[src/rtl/my_alu.sv]
// Registered ALU: unsigned/signed add and subtract, AND/OR/XOR, logical divide-by-two, plus carry/overflow/zero flags.
// Latency: 1 cycle from the input-sampling edge to result/flags; a new operation is accepted every cycle.
// Backpressure: none; the unit never stalls, and synchronous reset takes priority over the opcode.
module my_alu #(
  parameter int NUMBITS = 8
) (
  input  logic               clk,
  input  logic               reset,
  input  logic [NUMBITS-1:0] A,
  input  logic [NUMBITS-1:0] B,
  input  logic [2:0]         opcode,
  output logic [NUMBITS-1:0] result,
  output logic               carryout,
  output logic               overflow,
  output logic               zero
);

  localparam logic [2:0] OP_ADDU = 3'b000;
  localparam logic [2:0] OP_ADDS = 3'b001;
  localparam logic [2:0] OP_SUBU = 3'b010;
  localparam logic [2:0] OP_SUBS = 3'b011;
  localparam logic [2:0] OP_AND  = 3'b100;
  localparam logic [2:0] OP_OR   = 3'b101;
  localparam logic [2:0] OP_XOR  = 3'b110;
  localparam logic [2:0] OP_DIV2 = 3'b111;

  localparam int MSB = NUMBITS - 1;

  logic [NUMBITS:0]   sum_ext;
  logic [NUMBITS:0]   diff_ext;
  logic               add_sovf;
  logic               sub_sovf;

  logic [NUMBITS-1:0] result_d, result_q;
  logic               carry_d, carry_q;
  logic               ovf_d, ovf_q;
  logic               zero_d, zero_q;

  // One adder and one subtractor shared by the signed and unsigned opcodes;
  // the extra top bit is the carry (add) or the borrow, i.e. A < B (subtract).
  always_comb begin
    sum_ext  = {1'b0, A} + {1'b0, B};
    diff_ext = {1'b0, A} - {1'b0, B};
    // Signed add overflows when like-signed operands yield a result of the other sign.
    add_sovf = (A[MSB] == B[MSB]) && (sum_ext[MSB] != A[MSB]);
    // Signed subtract overflows when operand signs differ and the result sign leaves A's.
    sub_sovf = (A[MSB] != B[MSB]) && (diff_ext[MSB] != A[MSB]);
  end

  // Opcode decode into next-state result and flags; zero is taken from the very value being registered.
  always_comb begin
    result_d = '0;
    carry_d  = 1'b0;
    ovf_d    = 1'b0;
    unique case (opcode)
      OP_ADDU: begin
        result_d = sum_ext[NUMBITS-1:0];
        carry_d  = sum_ext[NUMBITS];
        ovf_d    = sum_ext[NUMBITS];
      end
      OP_ADDS: begin
        result_d = sum_ext[NUMBITS-1:0];
        ovf_d    = add_sovf;
      end
      OP_SUBU: begin
        result_d = diff_ext[NUMBITS-1:0];
        carry_d  = diff_ext[NUMBITS];
        ovf_d    = diff_ext[NUMBITS];
      end
      OP_SUBS: begin
        result_d = diff_ext[NUMBITS-1:0];
        ovf_d    = sub_sovf;
      end
      OP_AND:  result_d = A & B;
      OP_OR:   result_d = A | B;
      OP_XOR:  result_d = A ^ B;
      OP_DIV2: result_d = {1'b0, A[NUMBITS-1:1]};
      default: result_d = '0;
    endcase
    zero_d = (result_d == '0);
  end

  // Output register: reset forces an all-zero result with zero flag set, discarding any in-flight op.
  always_ff @(posedge clk) begin
    if (reset) begin
      result_q <= '0;
      carry_q  <= 1'b0;
      ovf_q    <= 1'b0;
      zero_q   <= 1'b1;
    end else begin
      result_q <= result_d;
      carry_q  <= carry_d;
      ovf_q    <= ovf_d;
      zero_q   <= zero_d;
    end
  end

  assign result   = result_q;
  assign carryout = carry_q;
  assign overflow = ovf_q;
  assign zero     = zero_q;

endmodule

[config.mk]
export PLATFORM = sky130hd
export DESIGN_NAME = my_alu
export DESIGN_NICKNAME = d
export VERILOG_FILES = /design/src/rtl/my_alu.sv
export SDC_FILE = /design/constraint.sdc
export NUM_CORES = 1
export LEC_CHECK = 0
export CORE_MARGIN = 3
export CORE_UTILIZATION = 56
export CTS_CLUSTER_SIZE = 30
export DETAILED_ROUTE_END_ITERATION = 8
export GPL_TIMING_DRIVEN = 0
export MAX_ROUTING_LAYER = met4
export PLACE_DENSITY = 0.86
export RECOVER_POWER = 25
export SLEW_MARGIN = 20
export SYNTH_ARGS = -nofsm -noshare
export SYNTH_HDL_FRONTEND = slang
export SYNTH_SLANG_ARGS = --single-unit
[constraint.sdc]
create_clock -name clk -period 5.4 [get_ports clk]
set_input_delay 0.54 -clock clk [delete_from_list [all_inputs] [get_ports clk]]
set_output_delay 0.54 -clock clk [all_outputs]
set_load 0.02 [all_outputs]
==> qor.csv <==
metric,value,unit
outcome,finished clean,
critical-path cell list,"clkdlybuf4s50_1, inv_1, ha_1, nor2_1, o311ai_1, nand3_1, a21o_1, mux2i_1, a311o_1, a41o_1",
hpwl dp,3.11,mm
Sw Share,38.1,%
Syn Inst Count,186,
DRT antenna net count,0,
"area leader, netlist",ha_1,
Worst Max-Slew Pin Slew,510,ps
P_sw,0.117,mW
clock share of power,18.1,%
CP Class,in2reg,
hold_sp,opcode[1],
sequential element share of the synthesized area,14.6,%
gpl congestion,0.886,
Slew headroom,66.0,%
layout cells sized above 1,8.64,%
Syn Nets,234,
GRT Util Overall,24.8,%
unrepaired setup endpoints after global routing,false,
Hold Slack,847,ps
"CTS clk-pin slew, worst paths",70,ps
Final Instance Area,1880,sq um
prevailing post-synth register cell,dfxtp_1,
first-pass GRT wire length,6.40,mm
Buffers on Ports,30,
drt total wl,3.80,mm
fin crit period,3020,ps
Final Setup Violations,0,
final hold vios,0,
HP Class,in2reg,
routed len/inst,15.2,um
critical path's largest stage delay,570,ps
"critical path fanouts, max",4,
Nets,269,
Clock Path Buffers,2,
root buffer cell,clkbuf_4,
Crit path arrival time,3180,ps
DRC,0,
Flop pwr share,29.4,%
drt first pass iters,4,
initial antenna violation count,0,
"commonest non-fill, non-tap cell in the layout",inv_1,
crit start category,input port,
fin crit share,55.9,%
"Area growth, synth to finish",24.1,%
P_leak,0.854,nW
"Cell Count, Final, Fillers Out",250,
placed instance count,246,
core area,2520,sq um
vias,1498,
grt ovf,0,
Setup TNS,0,ps
Max VDD drop,0.171,mV
synth top area cells,"ha_1 21%, dfxtp_1 15%, inv_1 6.5%",
Yosys reg bits,11,
"commonest cells after routing, fill and taps aside","26 x inv_1, 25 x ha_1, 25 x clkdlybuf4s50_1, 15 x nor2_1, 11 x dfxtp_1",
fillers,183,
Die H,58.0,um
Die Width,58.0,um
Post-CTS Setup Inserts,0,
CTS tree,built,
power per cell area,164,nW/um^2
ANT cells,0,
Syn Area/Cell,8.13,sq um
Netlist cell types,44,
CP Launch Point,A[1],
Placed Instance Area,1850,sq um
Worst path depth,10,
Post-synth EDFFs,0,
Clock Sinks,11,
Worst Setup End Kind,flip-flop,
CTS Hold Bufs,0,
P_int,0.191,mW
Logic pwr share,52.6,%
Initial Util,60.0,%
Yosys top cell area share,20.7,%
# IOs,32,
H-tree lvl count,1,
drt via density,5.99,
largest net degree at the start of global routing,11,
FMAX,0.331,GHz
vias in the first global route,1403,
die area,3360,sq um
MaxCap Viol Count,0,
DRT iter0 DRCs,47,
WP data required,5560,ps
CP top delay family,compound AO/OA/AOI/OAI gates,
"Cell Area, Synth",1510,sq um
max-slew violation count,0,
critical path endpoint,zero$_SDFF_PP1_,
asr flop ratio synth,0,%
Bufs and invs on worst path,2,
num rows,18,
Worst path slowest cell,clkdlybuf4s50_1,
TritonCTS buffer count,3,
post_cts resized,0,
warnings from Yosys,0,
power groups by stage:
stage / registers, mW / clock network [mW] / logic, mW
2_1_floorplan: 0.102 / 0 / 0.0944
3_3_place_gp: 0.0923 / 0 / 0.154
3_5_place_dp: 0.0926 / 0 / 0.161
4_1_cts: 0.0908 / 0.0559 / 0.161
5_1_grt: 0.0909 / 0.0578 / 0.176
6_report: 0.0904 / 0.0557 / 0.162
sequential cells by signal (all words and copies together), names as in the netlist:
| register | cells |
|---|---|
| result | 8 |
| zero | 1 |
| overflow | 1 |
| carryout | 1 |
cells by family after synthesis:
kind of cell | Yosys count | share of synthesized area (%)
compound gates | 50 | 23.9
xor+xnor | 4 | 2.32
fa+ha+maj | 27 | 23.3
buf+inv | 38 | 10.3
flops | 11 | 14.6
mux | 11 | 10.6
simple gates | 45 | 15.0
per-layer routing:
metal	part of all wire, %	up-vias	global-route usage, %
met5	0	-	-
met2	51	58	43.1
met1	43	705	31.1
li1	-	731	-
met4	1.0	0	7.95
met3	4.9	4	0.668
Yosys cell counts, drive strengths merged, types with 2 or more instances:
cell / count
nor3: 2
nor2b: 3
xnor2: 3
o311ai: 5
o31ai: 4
o22ai: 2
o211ai: 6
a21o: 2
mux2i: 7
a21oi: 9
nand3: 4
mux4: 4
dfxtp: 11
fa: 2
and3: 3
clkbuf: 5
nand2: 8
o21ai: 12
buf: 5
ha: 25
inv: 28
nor2: 15
or3: 5
cell type report:
type | instances | area, sq um | share of cell area, %
plain buffers | 10 | 51.3 | 2.73
clock buffers | 4 | 26.3 | 1.40
inverters | 28 | 105 | 5.60
multi-input cells | 137 | 1140 | 60.5
flip-flops and latches | 11 | 220 | 11.7
well taps | 30 | 37.5 | 2.00
repair buffers | 30 | 300 | 16.0
metrics by stage:
stage / worst slack, ps / util (%) / power [mW]
final: 2380 / 74.4 / 0.308
after global routing: 2300 / 74.4 / 0.325
after CTS: 2450 / 74.4 / 0.308
after detailed placement: 2170 / 73.4 / 0.253
after global placement: 2230 / 73.4 / 0.246
after floorplan: 2920 / - / 0.197
worst min-delay path by stage:
stage,to,slack (ps),depth (start not counted)
finish,result[2]$_SDFF_PP0_,850,5
floorplan,carryout$_SDFF_PP0_,610,1
detailed placement,result[2]$_SDFF_PP0_,1120,5
CTS,result[2]$_SDFF_PP0_,850,5
global placement,result[4]$_SDFF_PP0_,1100,5
global route,result[2]$_SDFF_PP0_,900,5
(Power assumes the default switching activity.)
==> variant: new RTL, same settings <==
The parameter `NUMBITS` goes from 8 to 10.
--- a/src/rtl/my_alu.sv
+++ b/src/rtl/my_alu.sv
@@ -4,3 +4,3 @@
 module my_alu #(
-  parameter int NUMBITS = 8
+  parameter int NUMBITS = 10
 ) (
Interface: changed (resized A, B and result); port bits go from 32 to 38. No check against the original RTL was run, so the function may have changed too.
==> variant against the original RTL <==
Setup slack worse by 0.059 ns; largest power group unchanged; sequential cell count is 2 higher; total power is 35% higher; final area is 35% higher; core utilization is 0.65 points lower; synthesized area is 37% higher; sequential power is 19% higher; global-route usage is 1.3 points lower; routed wire length is 28% higher; maximum frequency is 1.9% lower; via count is 35% higher.
==> variant: results (changes against the original RTL) <==
| Parameter | This run | Change |
|:---|:---|:---|
| Outcome | completed | unchanged |
| Fraction of final layout cells with drive strength greater than 1 | 0.0974 | was 0.0864 |
| Max FFs per register | 10 | was 8 |
| Mapped Nets | 324 | was 234 |
| Critical path data arrival time | 3.21 ns | was 3.18 ns |
| Number of DRC markers in iteration 0 | 150 | was 47 |
| Number of buffers inserted by port buffering | 37 | was 30 |
| Net count, final | 366 | was 269 |
| Hold Path Origin | reset | was opcode[1] |
| Complex-gate fraction of the synthesized area | 0.216 | was 0.239 |
| Worst relative slew slack | 0.670 | was 0.660 |
| Adder and majority gate portion of the synthesized area | 0.201 | was 0.233 |
| Filler Cell Count | 285 | was 183 |
| Register area share after synthesis | 0.126 | was 0.146 |
| Worst hold path depth | 3 | was 5 |
| Final routed wirelength across all metal layers | 4860 um | was 3800 um |
| Ranking of synthesized cells by instance count | 36 x inv_1, 30 x ha_1, 22 x nor2_1, 19 x nand2_1, 16 x a21oi_1 | was 26 x inv_1, 25 x ha_1, 15 x nor2_1, 11 x dfxtp_1, 9 x a21oi_1 |
| Share of synthesized area spent on multiplexers | 0.104 | was 0.106 |
| Number of vias per cell | 5.72 | was 5.99 |
| Number of different library cells in the post-synthesis netlist | 54 | was 44 |
| P_leak | 1.16 nW | was 0.854 nW |
| Vias in the first global route | 1,830 | was 1,403 |
| Worst Hold Endpoint | result[9] | was result[2] |
| Global-route wire length before repair | 7910 um | was 6400 um |
| Hpwl dp | 4010 um | was 3110 um |
| Master cell of the clock root buffer | clkbuf_8 | was clkbuf_4 |
| Clock transition time at the flip-flop clock pins of the worst setup and hold paths | 0.05 ns | was 0.07 ns |
| Gr usage total | 0.235 | was 0.248 |
| Biggest area contributors in the synthesized netlist | ha_1 18%, dfxtp_1 13%, inv_1 6.5% | was ha_1 21%, dfxtp_1 15%, inv_1 6.5% |
-- variant: cell types whose count changed after synthesis, moves of 5 or more --
| cell | change |
|---|---|
| nand3_1 | +7 |
| buf_2 | +6 |
| a21oi_1 | +7 |
| nand2_1 | +11 |
| nor3_1 | +6 |
| nor4_1 | +6 |
| nor2_1 | +7 |
| ha_1 | +5 |
| nand2b_1 | +8 |
| inv_1 | +10 |
-- variant: power groups by stage --
stage	clock, W	combinational, W	sequential, W
after floorplan	0	0.000141	0.000123
after global placement	0	0.000222	0.000110
after detailed placement	0	0.000226	0.000110
after CTS	0.0000822	0.000227	0.000108
after global routing	0.0000860	0.000249	0.000108
final	0.0000814	0.000228	0.000108
-- variant: worst max-delay path by stage --
stage	slack [ns]	endpoint	cells after the start	from
after floorplan	2.86	zero	11	A[0]
after global placement	2.15	zero	10	A[1]
after detailed placement	2.10	zero	10	A[1]
after CTS	2.34	zero	11	B[0]
after global routing	2.12	zero	10	A[6]
final	2.32	zero	11	B[0]
-- variant: stage by stage --
step	std cells	area [sq um]	power, W	util	hold WS [ns]
2_1_floorplan	267	2070	0.000264	-	0.706
3_3_place_gp	350	2490	0.000332	0.724	1.29
3_5_place_dp	350	2490	0.000336	0.724	1.30
4_1_cts	354	2540	0.000418	0.738	1.06
5_1_grt	354	2540	0.000443	0.738	1.08
6_report	354	2540	0.000417	0.738	1.07
-- variant: layer usage --
metal | share of wire | global-route usage
met1 | 0.44 | 0.306
met3 | 0.083 | 0.0185
met2 | 0.46 | 0.374
met4 | 0.017 | 0.0990
met5 | 0 | -
-- variant: final cells by class --
cell class,instances,share of cell area
Inverter,38,0.0562
Buffer,16,0.0306
Timing Repair Buffer,37,0.146
Clock buffer,4,0.0177
Tap cell,46,0.0227
Sequential cell,13,0.103
Multi-Input combinational cell,200,0.624
